### src/rtl/aes_uart_pkg.sv
// Shared types and constants for the AES UART host initiator.
package aes_uart_pkg;

   typedef enum logic [1:0] {IDLE, SEND, RECV, DONE} state_t;

   localparam int unsigned AES_BLOCK_BYTES = 16;
   localparam logic [7:0]  UART_CR         = 8'h0D;

   // True when any byte of the block equals the carriage-return terminator.
   function automatic logic block_has_cr(input logic [127:0] blk);
      logic hit;
      hit = 1'b0;
      for (int i = 0; i < AES_BLOCK_BYTES; i++) begin
         hit = hit | (blk[i*8 +: 8] == UART_CR);
      end
      return hit;
   endfunction

endpackage

### src/rtl/uart.sv
// 8N1 UART: byte transmitter with one-cycle accept ack, mid-bit sampling receiver.
module uart #(
   parameter int unsigned CLK_HZ = 100_000_000,
   parameter int unsigned BAUD   = 115200
) (
   input  logic       clk,
   input  logic       rst,
   input  logic [7:0] tx_data,
   input  logic       tx_data_valid,
   output logic       tx_data_ack,
   output logic       txd,
   output logic [7:0] rx_data,
   output logic       rx_data_fresh,
   input  logic       rxd
);
   localparam int unsigned DIV = CLK_HZ / BAUD;
   localparam int unsigned CW  = $clog2(DIV + 1);
   localparam logic [CW-1:0] DIV_LAST = CW'(DIV - 1);
   localparam logic [CW-1:0] DIV_HALF = CW'(DIV / 2 - 1);

   logic          tx_busy;
   logic [CW-1:0] tx_div;
   logic [3:0]    tx_bits;
   logic [9:0]    tx_sr;

   always_ff @(posedge clk or posedge rst) begin
      if (rst) begin
         tx_busy     <= 1'b0;
         tx_div      <= '0;
         tx_bits     <= '0;
         tx_sr       <= '1;
         tx_data_ack <= 1'b0;
         txd         <= 1'b1;
      end else begin
         tx_data_ack <= 1'b0;
         if (!tx_busy) begin
            txd <= 1'b1;
            if (tx_data_valid) begin
               tx_busy     <= 1'b1;
               tx_sr       <= {1'b1, tx_data, 1'b0};
               tx_div      <= '0;
               tx_bits     <= '0;
               tx_data_ack <= 1'b1;
               txd         <= 1'b0;
            end
         end else if (tx_div == DIV_LAST) begin
            tx_div <= '0;
            if (tx_bits == 4'd9) begin
               tx_busy <= 1'b0;
               txd     <= 1'b1;
            end else begin
               tx_sr   <= {1'b1, tx_sr[9:1]};
               txd     <= tx_sr[1];
               tx_bits <= tx_bits + 4'd1;
            end
         end else begin
            tx_div <= tx_div + 1'b1;
         end
      end
   end

   logic [1:0]    rx_sync;
   logic          rx_busy;
   logic [CW-1:0] rx_div;
   logic [3:0]    rx_bits;
   logic [7:0]    rx_sr;

   always_ff @(posedge clk or posedge rst) begin
      if (rst) begin
         rx_sync       <= 2'b11;
         rx_busy       <= 1'b0;
         rx_div        <= '0;
         rx_bits       <= '0;
         rx_sr         <= '0;
         rx_data       <= '0;
         rx_data_fresh <= 1'b0;
      end else begin
         rx_sync       <= {rx_sync[0], rxd};
         rx_data_fresh <= 1'b0;
         if (!rx_busy) begin
            if (!rx_sync[1]) begin
               rx_busy <= 1'b1;
               rx_div  <= '0;
               rx_bits <= '0;
            end
         end else if (rx_bits == 4'd0) begin
            // Confirm the start bit at its midpoint; a glitch aborts the frame.
            if (rx_div == DIV_HALF) begin
               rx_div  <= '0;
               rx_busy <= ~rx_sync[1];
               rx_bits <= 4'd1;
            end else begin
               rx_div <= rx_div + 1'b1;
            end
         end else if (rx_div == DIV_LAST) begin
            rx_div <= '0;
            if (rx_bits == 4'd9) begin
               rx_busy <= 1'b0;
               if (rx_sync[1]) begin
                  rx_data       <= rx_sr;
                  rx_data_fresh <= 1'b1;
               end
            end else begin
               rx_sr   <= {rx_sync[1], rx_sr[7:1]};
               rx_bits <= rx_bits + 4'd1;
            end
         end else begin
            rx_div <= rx_div + 1'b1;
         end
      end
   end

endmodule

### src/rtl/aes_uart_host.sv
// Host-side AES UART initiator: sends a 128-bit block as 16 bytes MSB first,
// then assembles the 16-byte reply with an inter-byte timeout.
module aes_uart_host
   import aes_uart_pkg::*;
#(
   parameter int unsigned CLK_HZ         = 100_000_000,
   parameter int unsigned BAUD           = 115200,
   parameter int unsigned TIMEOUT_CYCLES = 2_000_000
) (
   input  logic         clk,
   input  logic         rst,
   input  logic         req_valid,
   output logic         req_ready,
   input  logic [127:0] req_data,
   output logic         rsp_valid,
   output logic [127:0] rsp_data,
   output logic         rsp_timeout,
   output logic         cr_hazard,
   output logic         busy,
   output logic         uart_txd,
   input  logic         uart_rxd
);
   localparam int unsigned   TW        = $clog2(TIMEOUT_CYCLES);
   localparam logic [TW-1:0] TO_LAST   = TW'(TIMEOUT_CYCLES - 1);
   localparam logic [4:0]    LAST_BYTE = 5'(AES_BLOCK_BYTES - 1);

   state_t         state_q, state_d;
   logic [127:0]   shift_q, shift_d;
   logic [119:0]   rx_shift_q, rx_shift_d;  // first 15 bytes; the 16th goes straight to rsp_data
   logic [4:0]     byte_cnt_q, byte_cnt_d;
   logic [TW-1:0]  to_cnt_q, to_cnt_d;
   logic           tx_valid_q, tx_valid_d;
   logic           cr_hazard_q, cr_hazard_d;
   logic [127:0]   rsp_data_q, rsp_data_d;

   logic           tx_data_valid;
   logic           tx_data_ack;
   logic [7:0]     rx_data;
   logic           rx_data_fresh;

   assign tx_data_valid = tx_valid_q;
   assign req_ready     = (state_q == IDLE);
   assign busy          = (state_q != IDLE);
   assign cr_hazard     = cr_hazard_q;
   assign rsp_data      = rsp_data_q;

   always_ff @(posedge clk or posedge rst) begin
      if (rst) begin
         state_q     <= IDLE;
         shift_q     <= '0;
         rx_shift_q  <= '0;
         byte_cnt_q  <= '0;
         to_cnt_q    <= '0;
         tx_valid_q  <= 1'b0;
         cr_hazard_q <= 1'b0;
         rsp_data_q  <= '0;
      end else begin
         state_q     <= state_d;
         shift_q     <= shift_d;
         rx_shift_q  <= rx_shift_d;
         byte_cnt_q  <= byte_cnt_d;
         to_cnt_q    <= to_cnt_d;
         tx_valid_q  <= tx_valid_d;
         cr_hazard_q <= cr_hazard_d;
         rsp_data_q  <= rsp_data_d;
      end
   end

   always_comb begin
      state_d     = state_q;
      shift_d     = shift_q;
      rx_shift_d  = rx_shift_q;
      byte_cnt_d  = byte_cnt_q;
      to_cnt_d    = to_cnt_q;
      tx_valid_d  = tx_valid_q;
      cr_hazard_d = cr_hazard_q;
      rsp_data_d  = rsp_data_q;
      rsp_valid   = 1'b0;
      rsp_timeout = 1'b0;
      unique case (state_q)
         IDLE: begin
            if (req_valid) begin
               shift_d     = req_data;
               byte_cnt_d  = '0;
               cr_hazard_d = block_has_cr(req_data);
               tx_valid_d  = 1'b1;
               state_d     = SEND;
            end
         end
         SEND: begin
            if (tx_data_ack) begin
               tx_valid_d = 1'b0;
               shift_d    = {shift_q[119:0], 8'h00};
               if (byte_cnt_q == LAST_BYTE) begin
                  byte_cnt_d = '0;
                  to_cnt_d   = '0;
                  state_d    = RECV;
               end else begin
                  byte_cnt_d = byte_cnt_q + 5'd1;
               end
            end else if (!tx_valid_q) begin
               tx_valid_d = 1'b1;
            end
         end
         RECV: begin
            // A byte arriving on the expiry cycle wins over the timeout.
            if (rx_data_fresh) begin
               rx_shift_d = {rx_shift_q[111:0], rx_data};
               byte_cnt_d = byte_cnt_q + 5'd1;
               to_cnt_d   = '0;
               if (byte_cnt_q == LAST_BYTE) begin
                  rsp_data_d = {rx_shift_q, rx_data};
                  state_d    = DONE;
               end
            end else if (to_cnt_q == TO_LAST) begin
               rsp_timeout = 1'b1;
               byte_cnt_d  = '0;
               state_d     = IDLE;
            end else if (to_cnt_q != '1) begin
               to_cnt_d = to_cnt_q + 1'b1;
            end
         end
         DONE: begin
            rsp_valid  = 1'b1;
            byte_cnt_d = '0;
            state_d    = IDLE;
         end
         default: state_d = IDLE;
      endcase
   end

   uart #(
      .CLK_HZ(CLK_HZ),
      .BAUD  (BAUD)
   ) u_uart (
      .clk          (clk),
      .rst          (rst),
      .tx_data      (shift_q[127:120]),
      .tx_data_valid(tx_data_valid),
      .tx_data_ack  (tx_data_ack),
      .txd          (uart_txd),
      .rx_data      (rx_data),
      .rx_data_fresh(rx_data_fresh),
      .rxd          (uart_rxd)
   );

endmodule

### config.mk
export PLATFORM = sky130hd
export DESIGN_NAME = aes_uart_host
export DESIGN_NICKNAME = d
export VERILOG_FILES = /design/src/rtl/aes_uart_pkg.sv /design/src/rtl/uart.sv /design/src/rtl/aes_uart_host.sv
export SDC_FILE = /design/constraint.sdc
export NUM_CORES = 1
export LEC_CHECK = 0
export ABC_AREA = 1
export CORE_UTILIZATION = 40
export CTS_CLUSTER_SIZE = 24
export DETAILED_ROUTE_END_ITERATION = 10
export SYNTH_ARGS = -nofsm -noshare
export SYNTH_HDL_FRONTEND = slang
export SYNTH_SLANG_ARGS = --single-unit
### constraint.sdc
create_clock -name clk -period 17.6 [get_ports clk]
set_input_delay 2.64 -clock clk [delete_from_list [all_inputs] [get_ports clk]]
set_output_delay 2.64 -clock clk [all_outputs]
set_load 0.005 [all_outputs]
==> summary.md, run 1 <==
| Metric | Value |
|---|---|
| Required @ worst endpoint | `18.03 ns` |
| I/O Buffers | `265` |
| Synth Area in XOR/XNOR | `0.601%` |
| Grt met1 use | `26.1%` |
| Starting Density | `40.6%` |
| # IOs | `266` |
| Synthesized Nets | `2,422` |
| Crit path kind | `input port to flip-flop` |
| Die width | `228 um` |
| Final Cycle Share | `32.7%` |
| Initial antenna violation count | `0` |
| H-tree depth | `2` |
| CTS Sinks | `465` |
| Total negative slack | `0 ns` |
| Placed Area | `23,500 um2` |
| CTS tree | `yes` |
| Status | `completed` |
| Vias/cell | `4.96` |
| Final slew viol count | `0` |
| Pwr Density | `121 nW/um2` |
| Max Clock Freq | `174 MHz` |
| Drt pass-1 iters | `5` |
| Met3 Use GR | `2.53%` |
| Post-CTS setup buffers | `0` |
| Detailed Route WL | `49.8 mm` |
| Final Hold Vio Count | `0` |
| Rel. slew slack | `16.9%` |
| Post-synth EDFFs | `0` |
| Synth Area per Inst | `8.97 um2` |
| Wire per inst | `15.5 um` |
| Routed vias | `15,900` |
| Synth area leader | `dfrtp_1` |
| Max FO, Critical Path | `96` |
| Die height | `228 um` |
| First-pass GRT wire length | `82.1 mm` |
| Core Area | `50,200 um2` |
| Multi-input combinational cell area | `7560 um2` |
| Top cells by area, synth | `dfrtp_1, nand2_1, nor2_1, o21ai_0, mux2_2` |
| Post-synthesis sequential area ratio | `57.1%` |
| Sw power | `0.970 mW` |
| Area delta synth->final | `23.4%` |
| Fillers | `4,716` |
| Actual slew at the worst max-slew pin | `1.25 ns` |
| Multiplexer area fraction after synthesis | `4.03%` |
| Clock transition at path regs | `0.06 ns` |
| Class of the worst hold path | `flip-flop to flip-flop` |
| ANT cells | `0` |
| Comb pwr share | `22.2%` |
| Mapped Cells | `2,274` |
| Setup crit end kind | `flip-flop` |
| Yosys reg bits | `465` |
| Num rows | `82` |
| Register Area | `11,600 um2` |
| Internal power | `2.07 mW` |
| Leakage | `11.4 nW` |
| Root Driver | `clkbuf_16` |
| GR Util met2 | `32.1%` |
| Adder-Cell Fraction of Synth Area | `0.982%` |
| Skew-Pair Late Insertion Delay | `0.60 ns` |
| Final core utilization | `50.2%` |
| DRT antenna net count | `0` |
| Data arrival, critical path | `6.19 ns` |
| Final nets | `2,640` |
| Final setup skew | `0.0375 ns` |
| Type of element launching the critical path | `input port` |
| Post-synth top area share | `55.7%` |
| Overall fraction of global-route tracks in use | `19.2%` |
| Global route hottest layer | `met2` |
| GRT overflow | `0` |
| Syn Std Cell Area | `20,400 um2` |
| Post-CTS sizing | `0` |
| Cts bufs inserted | `50` |
| Synth async-reset ratio | `100%` |
| Number of global-route vias before repair | `15,600` |
| Hold-fix buffers, CTS | `0` |
| Setup Viol. Count Final | `0` |
| Clock power share | `34.5%` |
| RSZ-0062 raised after global routing | `false` |
| Die ar. | `51,900 um2` |
| Share of cells above drive strength 1 | `8.21%` |
| Switching portion of total power | `31.9%` |
| Initial drt markers | `1,105` |
| Largest net degree at the start of global routing | `185` |
| DP HPWL | `33.6 mm` |
| DRC | `0` |
| Simple-gate area share of the yosys netlist | `20.6%` |
| Peak VDD IR | `0.0718 mV` |
| Final Hold Slack | `0.369 ns` |
| Min cycle time layout | `5.76 ns` |
| Yosys warning count | `0` |
| Max cap viols | `0` |
| CTS max path bufs | `3` |
| Final non-filler cell area | `25,200 um2` |
| Compound-gate portion of the synthesized area | `10.7%` |
| Netlist cell types | `38` |
| Gp weighted congestion | `0.859` |
| Synth Flop Type | `dfrtp_1` |
| Seq pwr share | `43.3%` |
| Combinational family with the most area after synthesis | `simple AND/OR/NAND/NOR gates` |
[power groups by stage]
stage | logic [mW] | clock network, mW | registers (mW)
finish | 0.674 | 1.05 | 1.32
CTS | 0.682 | 1.08 | 1.32
global placement | 0.657 | 0 | 1.33
detailed placement | 0.681 | 0 | 1.33
global route | 0.773 | 1.12 | 1.33
floorplan | 0.540 | 0 | 1.31
[stage by stage]
stage | cells | setup slack [ns] | total power [mW]
after floorplan | 2274 | 2.01 | 1.84
after global placement | 3112 | 11.24 | 1.99
after detailed placement | 3112 | 11.18 | 2.01
after CTS | 3206 | 11.82 | 3.08
after global routing | 3206 | 11.42 | 3.23
final | 3206 | 11.84 | 3.04
[cell families (layout without fill, tap and decap cells)]
kind of cell | count (synthesis) | after routing
buf+inv | 289 | 549
xor+xnor | 14 | 14
mux | 73 | 73
compound gates | 370 | 370
fa+ha+maj | 16 | 16
flops | 465 | 465
simple gates | 1047 | 1047
[area by class of cell]
cell class / instances / share of cell area (%)
sequential: 465 / 46.3
inverter: 178 / 2.70
clock inverter: 18 / 0.631
tap: 672 / 3.34
timing repair buffer: 277 / 10.9
clock buffer: 76 / 6.04
multi-input combinational: 1520 / 30.0
[layer usage]
layer / wire length, um / part of all wire [%]
met1: 23100 / 46
met2: 23900 / 48
met3: 1730 / 3.5
met4: 1170 / 2.3
met5: 0 / 0
[placed cells by master, fill, tap and decap left out, drive strengths merged]
master / netlist / final
a21oi: 5 / 5
a22o: 1 / 1
a31oi: 118 / 118
and2: 1 / 1
buf: 60 / 12
bufinv: 0 / 1
clkbuf: 51 / 76
clkdlybuf4s50: 0 / 265
clkinv: 0 / 17
dfrtp: 454 / 454
dfstp: 11 / 11
ha: 16 / 16
inv: 178 / 178
mux2: 72 / 72
mux2i: 1 / 1
nand2: 675 / 675
nand3: 63 / 63
nand3b: 1 / 1
nand4: 35 / 35
nor2: 247 / 247
nor3: 16 / 16
nor3b: 3 / 3
nor4: 3 / 3
o2111ai: 1 / 1
o211ai: 6 / 6
o21a: 57 / 57
o21ai: 173 / 173
o21bai: 4 / 4
o22ai: 5 / 5
or2: 3 / 3
xnor2: 3 / 3
xor2: 11 / 11
[registers in the layout, indices dropped and copies added, names as in the netlist, 2 cells and up]
register        cells
u_uart.tx_div      10
u_uart.rx_sync      2
byte_cnt_q          5
rx_shift_q        120
state_q             2
u_uart.rx_div      10
u_uart.rx_sr        8
u_uart.rx_bits      4
u_uart.rx_data      8
shift_q           128
u_uart.tx_bits      4
rsp_data          128
to_cnt_q           21
u_uart.tx_sr        8
[critical path: stages]
cell	delay (ns)
clkdlybuf4s50_1	0.53
nand2_1	0.12
o21ai_2	0.12
inv_2	0.12
nor2_4	0.84
buf_4	0.78
buf_4	0.80
a31oi_1	0.18
[cells in the mapped netlist (13+ instances only)]
cell type  count
buf_4         13
o21ai_0      172
buf_2         43
inv_1        172
mux2_2        72
dfrtp_1      454
a31oi_1      118
nand2_1      672
nand4_1       35
o21a_1        57
ha_1          16
clkbuf_1      51
nor3_1        16
nor2_1       237
nand3_1       62
[final timing paths]
check | from | endpoint | slack, ns | depth (start not counted)
worst max-delay path | req_valid | shift_q[47] | 11.84 | 8
worst min-delay path | u_uart.rx_sync[0] | u_uart.rx_sync[1] | 0.37 | 0
worst max register to register | state_q[1] | shift_q[47] | 13.33 | 8
worst min register to register | u_uart.rx_sync[0] | u_uart.rx_sync[1] | 0.37 | 0
max in group asynchronous | rst | byte_cnt_q[3] | 12.11 | 5
min in group asynchronous | rst | rx_shift_q[106] | 2.58 | 2
No activity file was read; power rests on OpenSTA's default activity.
==> inputs of run 2 (changes only) <==
==> constraint.sdc (replaced) <==
create_clock -name clk -period 5.4 [get_ports clk]
set_input_delay 0.81 -clock clk [delete_from_list [all_inputs] [get_ports clk]]
set_output_delay 0.81 -clock clk [all_outputs]
set_load 0.005 [all_outputs]
==> summary.md, run 2 (synthesis gave the netlist of run 1 again) <==
| Metric | Value |
|---|---|
| Buf/Inv on CP | `4 (unchanged)` |
| Initial drt markers | `1,117 (+1.1%)` |
| Register Area | `11,600 um2 (unchanged)` |
| Pre-CTS setup slack | `2.21 ns (-8.97 ns)` |
| First-pass GRT wire length | `82.0 mm (-0.12%)` |
| CP most frequent cell | `inv_2` |
| Leakage | `11.4 nW (about the same)` |
| Clock power share | `34.7% (+0.2 points)` |
| Gp weighted congestion | `0.862 (+0.27%)` |
| Rel. slew slack | `20.1% (+3.2 points)` |
| Multi-input combinational cell area | `7560 um2 (unchanged)` |
| Max cap viols | `0 (unchanged)` |
| Final non-filler cell area | `25,200 um2 (+0.29%)` |
| DP HPWL | `33.0 mm (-1.6%)` |
| # IOs | `266 (unchanged)` |
| CP delay by family, top | `buffers and inverters` |
| Number of global-route vias before repair | `15,700 (+0.85%)` |
| Setup crit end kind | `primary output` |
| Internal power | `6.82 mW (+230%)` |
| Clock transition at path regs | `0.06 ns (about the same)` |
| Most frequent cells in the layout | `nand2_1, dfrtp_1, clkdlybuf4s50_1, nor2_1, o21ai_0` |
| Reg2reg end | `shift_q[55]` |
| Die ar. | `51,900 um2 (unchanged)` |
| Setup Viol. Count Final | `0 (unchanged)` |
| Post-CTS sizing | `0 (unchanged)` |
| Peak VDD IR | `0.232 mV (+220%)` |
| CTS max path bufs | `3 (unchanged)` |
| I/O Buffers | `265 (unchanged)` |
| Final slew viol count | `0 (unchanged)` |
| Switching portion of total power | `31.5% (-0.44 points)` |
| RSZ-0062 raised after global routing | `false` |
| Final Hold Vio Count | `0 (unchanged)` |
| Total negative slack | `0 ns (unchanged)` |
| Reg2reg start | `state_q[1]` |
| Num rows | `82 (unchanged)` |
| Die height | `228 um (unchanged)` |
| Hold path endpoint | `u_uart.rx_sync[1]` |
| Largest net degree at the start of global routing | `185 (unchanged)` |
| DRC | `0 (unchanged)` |
| Overall fraction of global-route tracks in use | `19.2% (about the same)` |
| Actual slew at the worst max-slew pin | `1.20 ns (-0.0484 ns)` |
| Class of the worst hold path | `flip-flop to flip-flop` |
| Worst R2R Setup Slack | `2.43 ns (-10.90 ns)` |
| Status | `completed` |
| Starting Density | `40.6% (unchanged)` |
| Comb pwr share | `22.2% (about the same)` |
| Share of cells above drive strength 1 | `7.93% (-0.28 points)` |
| Routed vias | `15,900 (+0.27%)` |
| Drt pass-1 iters | `5 (unchanged)` |
| Data arrival, critical path | `2.81 ns (-3.38 ns)` |
| Post-CTS setup buffers | `0 (unchanged)` |
| Final Cycle Share | `67.1%` |
| Wire per inst | `15.3 um (-1.4%)` |
| GRT overflow | `0 (unchanged)` |
| Seq pwr share | `43.0% (-0.3 points)` |
| Total power | `9.96 mW (+230%)` |
| Vias/cell | `4.96 (about the same)` |
| WHS Path Cells | `0 (unchanged)` |
| DRT antenna net count | `0 (unchanged)` |
| CTS tree | `yes` |
| Hold Crit Start | `u_uart.rx_sync[0]` |
| Max FO, Critical Path | `16 (-83%)` |
| Skew-Pair Late Insertion Delay | `0.59 ns (about the same)` |
| Root Driver | `clkbuf_16` |
| CTS Sinks | `465 (unchanged)` |
| Crit path cell chain | `inv_1 > ha_1 > inv_2 > nor2_1 > inv_2 > nor2_2 > clkdlybuf4s50_1` |
| Die width | `228 um (unchanged)` |
| Fillers | `4,716 (unchanged)` |
| Initial antenna violation count | `8 (+8)` |
| Final Hold Slack | `0.356 ns (-0.0129 ns)` |
| Largest stage delay, worst path | `0.54 ns (-0.30 ns)` |
| Core Area | `50,200 um2 (unchanged)` |
| Final nets | `2,640 (unchanged)` |
| Sw power | `3.13 mW (+220%)` |
| Cts bufs inserted | `50 (unchanged)` |
| Min cycle time layout | `3.62 ns` |
| Type of element launching the critical path | `flip-flop` |
| Placed Area | `23,500 um2 (+0.25%)` |
| Hold-fix buffers, CTS | `0 (unchanged)` |
| Most common library cell in the layout ignoring fill and taps | `nand2_1` |
| Reg2Reg Depth | `8 (unchanged)` |
| Detailed Route WL | `49.2 mm (-1.2%)` |
| H-tree depth | `2 (unchanged)` |
| Required @ worst endpoint | `4.59 ns (-13.44 ns)` |
| Pwr Density | `395 nW/um2 (+230%)` |
| Max Clock Freq | `276 MHz` |
| Area delta synth->final | `23.8%` |
| Crit path kind | `flip-flop to primary output` |
| Slowest-stage cell, CP | `clkdlybuf4s50_1` |
| Final worst slack | `1.78 ns (-10.06 ns)` |
| Final setup skew | `0.0230 ns (-0.0145 ns)` |
==> run 2: worst register-to-register path: cells and delay by family (launching register included) <==
family                   cells  cell delay, ns
AND/OR/NAND/NOR              3            1.09
buffers and inverters        3            1.04
adder cells (fa/ha/maj)      1            0.20
flip-flops                   1            0.41
AO/OA/AOI/OAI                1            0.15
==> run 2: layout make-up <==
type                       instances  area share, %
multi-input combinational       1520           30.0
timing repair buffer             277           11.2
tap                              672           3.33
inverter                         178           2.68
antenna                            7         0.0694
clock inverter                    11          0.516
clock buffer                      83           6.13
sequential                       465           46.2
==> run 2: power by group through the flow <==
stage / clock network, mW / registers (mW) / logic [mW]
6_report: 3.46 / 4.29 / 2.21
2_1_floorplan: 0 / 4.25 / 1.76
5_1_grt: 3.69 / 4.34 / 2.54
4_1_cts: 3.56 / 4.28 / 2.24
3_3_place_gp: 0 / 4.33 / 2.16
3_5_place_dp: 0 / 4.34 / 2.24
==> run 2: per-stage QoR <==
stage,cells,utilization [%]
2_1_floorplan,2274,-
3_3_place_gp,3112,46.9
3_5_place_dp,3112,46.9
4_1_cts,3206,50.3
5_1_grt,3213,50.3
6_report,3213,50.3
==> run 2: how the worst max path moves through the flow <==
stage               startpoint             to  slack [ns]  cells after the start
floorplan                  rst  byte_cnt_q[0]       -1.70                      1
global route        state_q[0]    rsp_timeout        1.56                      7
detailed placement   req_valid    shift_q[58]        2.21                      8
global placement     req_valid    shift_q[68]        2.26                      8
finish              state_q[0]    rsp_timeout        1.78                      7
CTS                 state_q[0]    rsp_timeout        1.73                      7
==> run 2: per-layer routing <==
| layer | vias to the layer above | global-route usage [%] | wire [um] |
|---|---|---|---|
| met1 | 7717 | 25.7 | 22700 |
| met4 | 2 | 7.33 | 1380 |
| met5 | - | 0 | 9 |
| met2 | 294 | 31.4 | 23200 |
| met3 | 83 | 3.05 | 1890 |
| li1 | 7846 | - | - |
==> inputs of run 3 (changes only) <==
==> constraint.sdc (replaced) <==
create_clock -name clk -period 3.8 [get_ports clk]
set_input_delay 0.57 -clock clk [delete_from_list [all_inputs] [get_ports clk]]
set_output_delay 0.57 -clock clk [all_outputs]
set_load 0.005 [all_outputs]
==> summary.md, run 3 (synthesis gave the netlist of run 1 again) <==
| Metric | Value |
|---|---|
| Status | `completed` |
| Peak VDD IR | `0.458 mV (+97%)` |
| Area delta synth->final | `24.2%` |
| Final non-filler cell area | `25,300 um2 (+0.35%)` |
| Max cap viols | `0 (unchanged)` |
| H-tree depth | `2 (unchanged)` |
| Initial antenna violation count | `3 (-5)` |
| CTS tree | `yes` |
| Pwr Density | `554 nW/um2 (+40%)` |
| Share of cells above drive strength 1 | `8.49% (+0.56 points)` |
| Largest net degree at the start of global routing | `169 (-8.6%)` |
| Hold-fix buffers, CTS | `0 (unchanged)` |
| Post-Route M1 WL | `22.9 mm (+1.0%)` |
| Drt pass-1 iters | `5 (unchanged)` |
| Detailed Route WL | `49.9 mm (+1.4%)` |
| Sw power | `4.49 mW (+43%)` |
| Number of global-route vias before repair | `15,900 (+0.98%)` |
| Setup crit end kind | `primary output` |
| Setup Viol. Count Final | `0 (unchanged)` |
| Routed vias | `15,800 (-0.65%)` |
| Final Hold Slack | `0.334 ns (-0.0219 ns)` |
| Final slew viol count | `0 (unchanged)` |
| Rel. slew slack | `44.3% (+24 points)` |
| Total power | `14.0 mW (+41%)` |
| Seq pwr share | `43.3% (+0.3 points)` |
| Cts bufs inserted | `50 (unchanged)` |
| Met2 routed WL | `23.5 mm (+1.3%)` |
| DRT antenna net count | `0 (unchanged)` |
| Data arrival, critical path | `2.81 ns (about the same)` |
| Die width | `228 um (unchanged)` |
| Final Hold Vio Count | `0 (unchanged)` |
| Reg2Reg Depth | `10 (+2)` |
| RSZ-0062 raised after global routing | `false` |
| Type of element launching the critical path | `flip-flop` |
| Switching portion of total power | `32.0% (+0.51 points)` |
| CTS Sinks | `465 (unchanged)` |
| Min cycle time layout | `3.38 ns` |
| Max FO, Critical Path | `16 (unchanged)` |
| Final nets | `2,655 (+0.57%)` |
| Met3 WL | `1.94 mm (+2.5%)` |
| Top sig layer | `met4` |
| Reg2reg start | `state_q[1]` |
| First-pass GRT wire length | `82.9 mm (+1.1%)` |
| Final worst slack | `0.424 ns (-1.35 ns)` |
| GRT overflow | `0 (unchanged)` |
| Post-CTS sizing | `0 (unchanged)` |
| Gp weighted congestion | `0.911 (+5.7%)` |
| Num rows | `82 (unchanged)` |
| Worst R2R Setup Slack | `1.27 ns (-1.16 ns)` |
| Crit path kind | `flip-flop to primary output` |
| Die ar. | `51,900 um2 (unchanged)` |
| Die height | `228 um (unchanged)` |
| Reg2reg end | `to_cnt_q[7]` |
| Max Clock Freq | `296 MHz` |
| Final Cycle Share | `88.8%` |
| Total negative slack | `0 ns (unchanged)` |
| DP HPWL | `34.7 mm (+5.0%)` |
| Vias/cell | `4.92 (-0.84%)` |
| Actual slew at the worst max-slew pin | `0.835 ns (-0.364 ns)` |
| # IOs | `266 (unchanged)` |
| Required @ worst endpoint | `3.23 ns (-1.36 ns)` |
| Starting Density | `40.6% (unchanged)` |
| Root Driver | `clkbuf_16` |
| Final setup skew | `0.0191 ns (-0.00397 ns)` |
| Most common library cell in the layout ignoring fill and taps | `nand2_1` |
| Internal power | `9.54 mW (+40%)` |
| Post-CTS setup buffers | `0 (unchanged)` |
| Leakage | `11.5 nW (+0.47%)` |
| Clock transition at path regs | `0.06 ns (about the same)` |
| Placed Area | `23,700 um2 (+0.69%)` |
| Comb pwr share | `22.6% (+0.4 points)` |
| Overall fraction of global-route tracks in use | `19.4% (+0.17 points)` |
| Skew-Pair Late Insertion Delay | `0.59 ns (about the same)` |
| Fillers | `4,730 (+0.30%)` |
| Core Area | `50,200 um2 (unchanged)` |
| Most frequent cells in the layout | `nand2_1, dfrtp_1, clkdlybuf4s50_1, nor2_1, o21ai_0` |
| Pre-CTS setup slack | `1.03 ns (-1.18 ns)` |
| Class of the worst hold path | `input port to async pin` |
| I/O Buffers | `265 (unchanged)` |
| Initial drt markers | `1,203 (+7.7%)` |
| CTS max path bufs | `3 (unchanged)` |
| Clock power share | `34.1% (-0.6 points)` |
| Wire per inst | `15.5 um (+1.2%)` |
| DRC | `0 (unchanged)` |
## run 3: metrics by stage
| stage | util, % | std cells |
|---|---|---|
| after floorplan | - | 2274 |
| after global placement | 47.3 | 3127 |
| after detailed placement | 47.3 | 3127 |
| after CTS | 50.5 | 3215 |
| after global routing | 50.5 | 3219 |
| final | 50.5 | 3219 |
## run 3: how the worst max path moves through the flow
stage                     from             to  depth (start not counted)  slack, ns
global route        state_q[0]    rsp_timeout                          7       0.24
CTS                 state_q[0]    rsp_timeout                          7       0.38
finish              state_q[0]    rsp_timeout                          7       0.42
floorplan                  rst  byte_cnt_q[0]                          1      -3.06
detailed placement  state_q[0]    rsp_timeout                          7       1.03
global placement    state_q[0]    rsp_timeout                          7       1.11
## run 3: layout make-up
cell class              count  area (um2)  area share [%]
flip-flops and latches    465       11600            46.0
inverters                 178         676            2.67
clock buffers              71        1440            5.69
well taps                 672         841            3.32
clock inverters            17         169           0.667
repair buffers            292        2980            11.8
diodes                      4        10.0          0.0395
multi-input cells        1520        7560            29.9
## run 3: per-layer routing
layer / track usage, % / vias up
met3: 2.94 / 85
met2: 31.6 / 309
met5: 0 / -
met4: 6.63 / 0
met1: 26.5 / 7580
li1: - / 7864
## run 3: worst max-delay path, cell delays in order, from the launching register on
cell and delay (ns):
dfrtp_1 0.44, inv_1 0.13, ha_1 0.28, inv_2 0.20, nor2_1 0.35, inv_2 0.13, nor2_2 0.16, clkdlybuf4s50_1 0.54
## run 3: power by group through the flow
stage	clock [mW]	sequential, mW	combinational (mW)
floorplan	0	6.05	2.50
global placement	0	6.13	3.12
detailed placement	0	6.16	3.19
CTS	4.92	6.08	3.20
global route	5.10	6.16	3.61
finish	4.78	6.08	3.17
